$ cat src/rtl/wb_pipe_reg_pkg.sv
// Shared definitions for the write-back pipeline register.
//   - Default GPR data and address widths.
//   - ZeroWord / NOPRegAddr: the all-zero word and the "no write" register address.
//   - occ_state_e: buffer occupancy state. Its encoding is the value seen on occ.
//   - wb_payload_t: one write-back record at the default widths, single channel.
package wb_pipe_reg_pkg;

  localparam int DATA_W_DEF = 32;
  localparam int ADDR_W_DEF = 5;

  localparam logic [DATA_W_DEF-1:0] ZeroWord   = '0;
  localparam logic [ADDR_W_DEF-1:0] NOPRegAddr = '0;

  typedef enum logic [1:0] {
    ST_EMPTY = 2'd0,
    ST_ONE   = 2'd1,
    ST_FULL  = 2'd2
  } occ_state_e;

  typedef struct packed {
    logic [ADDR_W_DEF-1:0] wd;
    logic                  wreg;
    logic [DATA_W_DEF-1:0] wdata;
    logic [DATA_W_DEF-1:0] hi;
    logic [DATA_W_DEF-1:0] lo;
    logic                  whilo;
  } wb_payload_t;

endpackage

$ cat src/rtl/wb_pipe_slot.sv
// One payload register with a synchronous clear and a load enable.
// Clear has priority over load. A cleared slot holds all zeros, so it never
// presents a write.
//   clk : clock, rising edge
//   clr : synchronous clear to zero
//   ld  : load d on this edge
//   d   : payload in
//   q   : stored payload
module wb_pipe_slot #(
  parameter int W = 8
) (
  input  logic         clk,
  input  logic         clr,
  input  logic         ld,
  input  logic [W-1:0] d,
  output logic [W-1:0] q
);

  always_ff @(posedge clk) begin
    if (clr) begin
      q <= '0;
    end else if (ld) begin
      q <= d;
    end
  end

endmodule

$ cat src/rtl/wb_pipe_reg.sv
// Write-back pipeline register: a 2-entry in-order buffer between the memory
// stage and GPR/HI/LO write-back.
//
// Handshake: a transfer happens on an interface in any cycle where its valid
// and ready are both high at the rising clk edge. in_ready depends only on the
// occupancy register, so there is no combinational path from out_ready.
// out_valid is high while at least one entry is held.
//
// Ports:
//   clk, rst            : clock; synchronous active-high reset
//   flush               : drop every buffered entry and any same-cycle input
//   in_valid / in_ready : upstream handshake
//   in_wd, in_wreg, in_wdata : per-channel destination, write enable, data
//   in_hi, in_lo, in_whilo   : HI/LO write
//   out_valid / out_ready    : downstream handshake
//   out_*               : head entry. All zeros while out_valid is low.
//   occ                 : number of buffered entries (0..2). Also the FSM state.
module wb_pipe_reg
  import wb_pipe_reg_pkg::*;
#(
  parameter int DATA_W  = DATA_W_DEF,
  parameter int ADDR_W  = ADDR_W_DEF,
  parameter int NCH     = 1,
  parameter int HILO_EN = 1
) (
  input  logic                  clk,
  input  logic                  rst,
  input  logic                  flush,
  input  logic                  in_valid,
  output logic                  in_ready,
  input  logic [NCH*ADDR_W-1:0] in_wd,
  input  logic [NCH-1:0]        in_wreg,
  input  logic [NCH*DATA_W-1:0] in_wdata,
  input  logic [DATA_W-1:0]     in_hi,
  input  logic [DATA_W-1:0]     in_lo,
  input  logic                  in_whilo,
  output logic                  out_valid,
  input  logic                  out_ready,
  output logic [NCH*ADDR_W-1:0] out_wd,
  output logic [NCH-1:0]        out_wreg,
  output logic [NCH*DATA_W-1:0] out_wdata,
  output logic [DATA_W-1:0]     out_hi,
  output logic [DATA_W-1:0]     out_lo,
  output logic                  out_whilo,
  output logic [1:0]            occ
);

  // Payload is carried as one flat vector. The HI/LO fields are only part of
  // it when the HI/LO path exists, so no HI/LO flops are built otherwise.
  localparam int CH_W = NCH * (ADDR_W + 1 + DATA_W);
  localparam int HL_W = (HILO_EN != 0) ? (2 * DATA_W + 1) : 0;
  localparam int PL_W = CH_W + HL_W;

  occ_state_e state_q, state_d;

  logic [PL_W-1:0] in_pl;
  logic [PL_W-1:0] head_d, head_q, skid_q;
  logic            head_ld, head_clr, skid_ld, skid_clr;
  logic            in_fire, out_fire;

  assign in_ready  = (state_q != ST_FULL);
  assign out_valid = (state_q != ST_EMPTY);
  assign occ       = state_q;

  assign in_fire   = in_valid  && in_ready;
  assign out_fire  = out_valid && out_ready;

  generate
    if (HILO_EN != 0) begin : g_hilo
      assign in_pl = {in_hi, in_lo, in_whilo, in_wd, in_wreg, in_wdata};
      assign {out_hi, out_lo, out_whilo, out_wd, out_wreg, out_wdata} = head_q;
    end else begin : g_no_hilo
      logic unused_hilo;
      assign unused_hilo = ^{in_hi, in_lo, in_whilo};
      assign in_pl       = {in_wd, in_wreg, in_wdata};
      assign {out_wd, out_wreg, out_wdata} = head_q;
      assign out_hi    = '0;
      assign out_lo    = '0;
      assign out_whilo = 1'b0;
    end
  endgenerate

  always_ff @(posedge clk) begin
    if (rst) begin
      state_q <= ST_EMPTY;
    end else begin
      state_q <= state_d;
    end
  end

  // The head slot always drives out_*. It is cleared whenever the buffer
  // empties, so a bubble shows all-zero outputs. The skid slot holds the
  // second entry. In FULL the head is refilled from the skid on a pop.
  always_comb begin
    state_d  = state_q;
    head_d   = in_pl;
    head_ld  = 1'b0;
    head_clr = 1'b0;
    skid_ld  = 1'b0;
    skid_clr = 1'b0;
    case (state_q)
      ST_EMPTY: begin
        if (in_fire) begin
          state_d = ST_ONE;
          head_ld = 1'b1;
        end
      end
      ST_ONE: begin
        if (in_fire && out_fire) begin
          head_ld = 1'b1;
        end else if (in_fire) begin
          state_d = ST_FULL;
          skid_ld = 1'b1;
        end else if (out_fire) begin
          state_d  = ST_EMPTY;
          head_clr = 1'b1;
        end
      end
      ST_FULL: begin
        if (out_fire) begin
          state_d  = ST_ONE;
          head_d   = skid_q;
          head_ld  = 1'b1;
          skid_clr = 1'b1;
        end
      end
      default: begin
        state_d  = ST_EMPTY;
        head_clr = 1'b1;
        skid_clr = 1'b1;
      end
    endcase
    // Flush overrides any same-cycle transfer. Clear wins over load in the slots.
    if (flush) begin
      state_d  = ST_EMPTY;
      head_clr = 1'b1;
      skid_clr = 1'b1;
    end
  end

  wb_pipe_slot #(.W(PL_W)) u_head (
    .clk (clk),
    .clr (rst || head_clr),
    .ld  (head_ld),
    .d   (head_d),
    .q   (head_q)
  );

  wb_pipe_slot #(.W(PL_W)) u_skid (
    .clk (clk),
    .clr (rst || skid_clr),
    .ld  (skid_ld),
    .d   (in_pl),
    .q   (skid_q)
  );

endmodule

$ cat config.mk
export PLATFORM = sky130hd
export DESIGN_NAME = wb_pipe_reg
export DESIGN_NICKNAME = d
export VERILOG_FILES = /design/src/rtl/wb_pipe_reg_pkg.sv /design/src/rtl/wb_pipe_slot.sv /design/src/rtl/wb_pipe_reg.sv
export SDC_FILE = /design/constraint.sdc
export NUM_CORES = 1
export LEC_CHECK = 0
export ABC_AREA = 0
export BUFFER_PORTS_ARGS = -buffer_cell sky130_fd_sc_hd__buf_2
export CAP_MARGIN = 20
export CELL_PAD_IN_SITES_DETAIL_PLACEMENT = 0
export CELL_PAD_IN_SITES_GLOBAL_PLACEMENT = 2
export CORE_MARGIN = 5
export CORE_UTILIZATION = 31
export CTS_CLUSTER_DIAMETER = 120
export DETAILED_ROUTE_END_ITERATION = 7
export MAX_ROUTING_LAYER = met4
export PLACE_DENSITY = 0.84
export SYNTH_ARGS = -nofsm -noshare
export SYNTH_HDL_FRONTEND = slang
export SYNTH_HIERARCHICAL = 1
export SYNTH_SLANG_ARGS = --single-unit
$ cat constraint.sdc
create_clock -name clk -period 1.8 [get_ports clk]
set_clock_uncertainty 0.2 [all_clocks]
set_input_delay 0.18 -clock clk [delete_from_list [all_inputs] [get_ports clk]]
set_output_delay 0.18 -clock clk [all_outputs]
set_load 0.005 [all_outputs]
After elaboration in Yosys (flattened, before gate mapping)
Index checks and enable logic that the tools add are counted.
Cells by class
  equality and inequality tests: 7
  muxes and demuxes: 20
  reductions and logical operators: 11
Operators with widths (number)
  103-bit 2-to-1 mux: 2
  2-bit 2-to-1 mux: 5
  1-bit 2-to-1 mux: 9
  2-bit inequality test (second input constant): 4
  2-bit one-hot mux with 3 select lines: 1
  2-bit OR reduction: 3
  1-bit one-hot mux with 2 select lines: 2
  4-bit AND reduction: 1
  1-bit logical AND: 3
  3-bit inequality test (second input constant): 1
  1-bit one-hot mux with 3 select lines: 1
  2-bit by 1-bit == test with 1-bit output (second input constant): 1
  2-bit == test (second input constant): 1
  2-bit logical NOT: 1
  1-bit logical OR: 2
  2-bit nonzero test: 1
Storage, ports and cells
  bits in registers: 208
  input port bits: 108
  output and inout bits: 107
  logic and storage cells: 41

Longest topological paths before layout
  depth in word-level cells: 8
  mapped depth: 10
  depth with buffers taken out: 5

Cells and area by module
The synthesis kept the hierarchy.
By module, submodules not included
  wb_pipe_slot: instances 2, cells each 332, area each 3712.3 sq um, seq. area each 2062.0 sq um
  wb_pipe_reg: instances 1, cells each 135, area each 1582.8 sq um, seq. area each 40.0 sq um

Least setup slack after synthesis
Ideal clock, no wire load.
  path type: reg2reg
  start: reg state_q[1] (netlist: occ[1])
  end: reg u_head.q[101]
  data arrival time: 1624 ps
  data required time: 1472 ps
  path slack: -151 ps
  cell stages (with the launch flop): 11
  path buffers: 5
  path through: dfxtp_1 nor2b_4 nand2_2 buf_6 buf_6 nand2_1 buf_4 buf_12 buf_12 mux2i_1 nor2_1
On the way
  elaborated cells on any way between the ends: 20
RTL lines
  start: declaration: line wb_pipe_reg.sv:54  | occ_state_e state_q, state_d;
  start signal: assignment: line wb_pipe_reg.sv:87  | state_q <= state_d;
  2-bit inequality test or 2-bit nonzero test (tied branches): line wb_pipe_reg.sv:61, wb_pipe_reg.sv:62
  1-bit logical AND, on equally long branches: line wb_pipe_reg.sv:65, wb_pipe_reg.sv:66
  1-bit logical AND: line wb_pipe_reg.sv:109  | if (in_fire && out_fire) begin
  1-bit 2-to-1 mux: line wb_pipe_reg.sv:109
  1-bit one-hot mux with 3 select lines *: line wb_pipe_reg.sv:101  | case (state_q)
  net head_ld: line wb_pipe_reg.sv:58  | logic head_ld, head_clr, skid_ld, skid_clr;
  end signal: assignment: line wb_pipe_slot.sv:21  | q <= '0;
  end signal: assignment: line wb_pipe_slot.sv:23  | q <= d;
  end: declaration: line wb_pipe_slot.sv:16  | output logic [W-1:0] q
The timed path passes the listed nets; every way through them passes the cells marked *.
A chain may end at the register's enable or synchronous reset.

Final worst setup path
  start: reg state_q[1] (netlist: occ[1])
  end: reg u_head.q[64]
On the way
  elaborated cells on any way between the ends: 20
RTL lines
  2-bit nonzero test: line wb_pipe_reg.sv:62  | assign out_valid = (state_q != ST_EMPTY);
  1-bit logical AND: line wb_pipe_reg.sv:66  | assign out_fire = out_valid && out_ready;
  103-bit 2-to-1 mux: line wb_pipe_reg.sv:120  | if (out_fire) begin
  103-bit 2-to-1 mux *: line wb_pipe_reg.sv:101
  net head_d[64]: line wb_pipe_reg.sv:57  | logic [PL_W-1:0] head_d, head_q, skid_q;
Marked as above.

==> impl_metrics.py <==
metrics = {
    "status": {
        "status": "finished clean",
    },
    "sta": {
        "rsz0062_at_grt": "yes",
        "hold_violations": 0,
        "setup_viol": 0,
        "slew_violations": 0,
        "period_needed_ns": 1.78,
        "finalWorstSetupSlack_ns": 0.0232,
        "min_period_over_period_pct": 98.7,
        "max_freq_mhz": 563,
        "relSlewSlack_pct": 76.3,
        "holdWs_ns": 0.230,
        "worst-slew-pin-transition_ns": 0.352,
    },
    "logic_synthesis": {
        "synth_cells": 799,
        "syn-num-nets": 907,
        "synth_seq_cells": 208,
        "yosysSeqAreaShare_pct": 46.2,
        "synth_area_sq_um": 9010,
        "yosysWarnings": 6,
        "ys_types": 22,
        "syn_avg_cell_area_sq_um": 11.3,
    },
    "min_path": {
        "hold_end": "occ[0]",
        "hp-start": "flush",
        "hold_depth": 3,
        "hold_class": "primary input to register",
    },
    "power_and_ir_drop": {
        "p_clk_share_pct": 43.3,
        "p_leak_uw": 0.00548,
        "power_density_nw_per_um2": 832,
        "p_switching_uw": 2330,
        "internal_power_uw": 8030,
        "power_frac_seq_pct": 45.8,
        "ir_drop_mv": 0.626,
        "p_comb_share_pct": 10.9,
        "swShare_pct": 22.5,
    },
    "grt": {
        "grt_pass1_vias": 6998,
        "grt_overflow": 0,
        "grt_usage_pct": 13.8,
        "grt_pass1_wl_um": 36900,
        "antenna_found_initial": 0,
        "grt_max_degree": 68,
    },
    "placed_design": {
        "place_hpwl_um": 14700,
        "io_buffers": 214,
        "gpl.final_weighted_congestion": 0.736,
        "place_ws_ns": 0.00446,
    },
    "route": {
        "drcViolationCount": 0,
        "drt_wl_total_um": 22400,
        "vias_per_cell": 4.38,
        "drtAntennaViolNets": 0,
        "vias": 6694,
        "first_pass_iters": 5,
        "detail_route.wl_per_cell_um": 14.7,
        "drt_iter0_markers": 257,
    },
    "cts": {
        "clock-root-buffer": "clkbuf_16",
        "cts_tree": "done",
        "htree_levels": 1,
        "clock_latency_ns": 0.50,
        "clk_pin_slew_ns": 0.06,
        "clockBufferDepth": 3,
        "cts_sinks": 208,
        "numCtsBuffers": 24,
    },
    "worst_setup_path": {
        "worstPathRequired_ns": 1.98,
        "cp-start-kind": "register",
        "reg2regPathDepth": 6,
        "r2r-start": "occ[1]",
        "crit_path_end_kind": "register",
        "r2r_slack_ns": 0.02,
        "cp_max_fo": 25,
        "crit_type": "register to register",
        "crit_arrival_ns": 1.95,
        "timing.rr.end": "u_head/q[64]",
    },
    "die": {
        "pin_count": 215,
        "chipHeight_um": 180,
        "die_area_sq_um": 32600,
        "core_sq_um": 28700,
        "die_w_um": 180,
        "start_util_pct": 31.4,
        "row_count": 62,
    },
    "layout": {
        "nets": 1242,
        "mostFrequentLayoutCells": "214 x buf_2, 207 x nor2_1, 206 x dfxtp_1",
        "final_common_cell": "buf_2",
        "drive_above_1_share_pct": 35.2,
        "diodes": 0,
        "syn_to_final_growth_pct": 38.3,
    },
    "flow_run": {
        "drv_cap": 0,
    },
}
[routing by layer]
| metal | vias to the layer above | wire [um] | global-route usage (%) |
|---|---|---|---|
| met5 | - | 0 | - |
| met4 | 0 | 326 | 2.66 |
| met3 | 31 | 1260 | 3.17 |
| met2 | 179 | 9880 | 21.4 |
| met1 | 3117 | 11000 | 18.6 |
| li1 | 3367 | - | - |
[critical path, cell delays in order, from the launching register on]
cell	delay, ns
dfxtp_4	0.36
nor2b_4	0.22
nand2_8	0.14
buf_12	0.21
mux2_4	0.31
mux2i_1	0.14
nor2_1	0.05
[registers in the layout (all words and copies together), names as in the netlist]
signal	flops
occ	2
u_head/q	103
u_skid/q	103
[final cells by class]
cell class	instances	area (sq um)
clock buffers	36	707
clock inverters	2	12.5
fillers	2790	16200
inverters	1	3.75
multi-input cells	533	4340
flip-flops and latches	208	4170
well taps	384	480
repair buffers	366	2740
[power by group through the flow]
stage	Clock, uW	Combinational, uW	Sequential (uW)
2_1_floorplan	0	584	4840
3_3_place_gp	0	930	4850
3_5_place_dp	0	937	4850
4_1_cts	4660	1130	4750
5_1_grt	4850	1230	4750
6_report	4490	1130	4740
[cells by family after synthesis]
logic type      count (synthesis)  share of synthesized area, %
mux                           309                          37.8
simple gates                  220                          9.50
flops                         208                          46.2
buf+inv                        58                          6.24
compound gates                  4                         0.264
[how the worst max path moves through the flow]
stage,start,cells after the start,end
2_1_floorplan,occ[1],10,u_head/q[34]
3_3_place_gp,occ[1],6,u_head/q[68]
3_5_place_dp,occ[1],6,u_head/q[38]
4_1_cts,occ[1],6,u_head/q[35]
5_1_grt,occ[1],6,u_head/q[64]
6_report,occ[1],6,u_head/q[64]
[synthesized netlist by cell type]
cell type    n  share of area, %
a21oi_1      1             0.056
a311oi_1     1             0.097
buf_12      16               3.6
buf_2        7              0.39
buf_4        8              0.67
buf_6        6              0.75
clkbuf_1    20              0.83
dfxtp_1    208                46
inv_1        1             0.042
mux2_2      55               6.9
mux2_4      48               8.0
mux2i_1    206                23
nand2_1      4              0.17
nand2_2      1             0.069
nand2b_1     1             0.069
nor2_1     207               8.6
nor2b_1      3              0.21
nor2b_4      1              0.15
nor4_1       1             0.069
o21ai_0      2              0.11
or2_2        1             0.069
or3_1        1             0.069
[what timing repair did]
| item | 4_1_cts | 5_1_grt |
|---|---|---|
| gates cloned | 0 | 1 |
| setup buffers | 2 | 7 |
| pin swaps | 1 | 2 |
| endpoints found under the setup margin | 15 | 198 |
| gates resized for setup | 5 | 3 |
| hold endpoints to repair | 208 | 0 |
| hold buffers | 108 | 0 |
[stage by stage]
step           area [sq um]  TNS [ns]  instances  util (%)  power, uW
6_report              12500         0       1530      43.4      10400
5_1_grt               12500     -4.79       1530      43.4      10800
4_1_cts               12400  -0.00340       1522      43.1      10500
3_5_place_dp          10500         0       1374      36.7       5780
3_3_place_gp          10500         0       1374      36.7       5780
2_1_floorplan          9020     -4.79        799         -       5430
No activity file was read; power rests on OpenSTA's default activity.
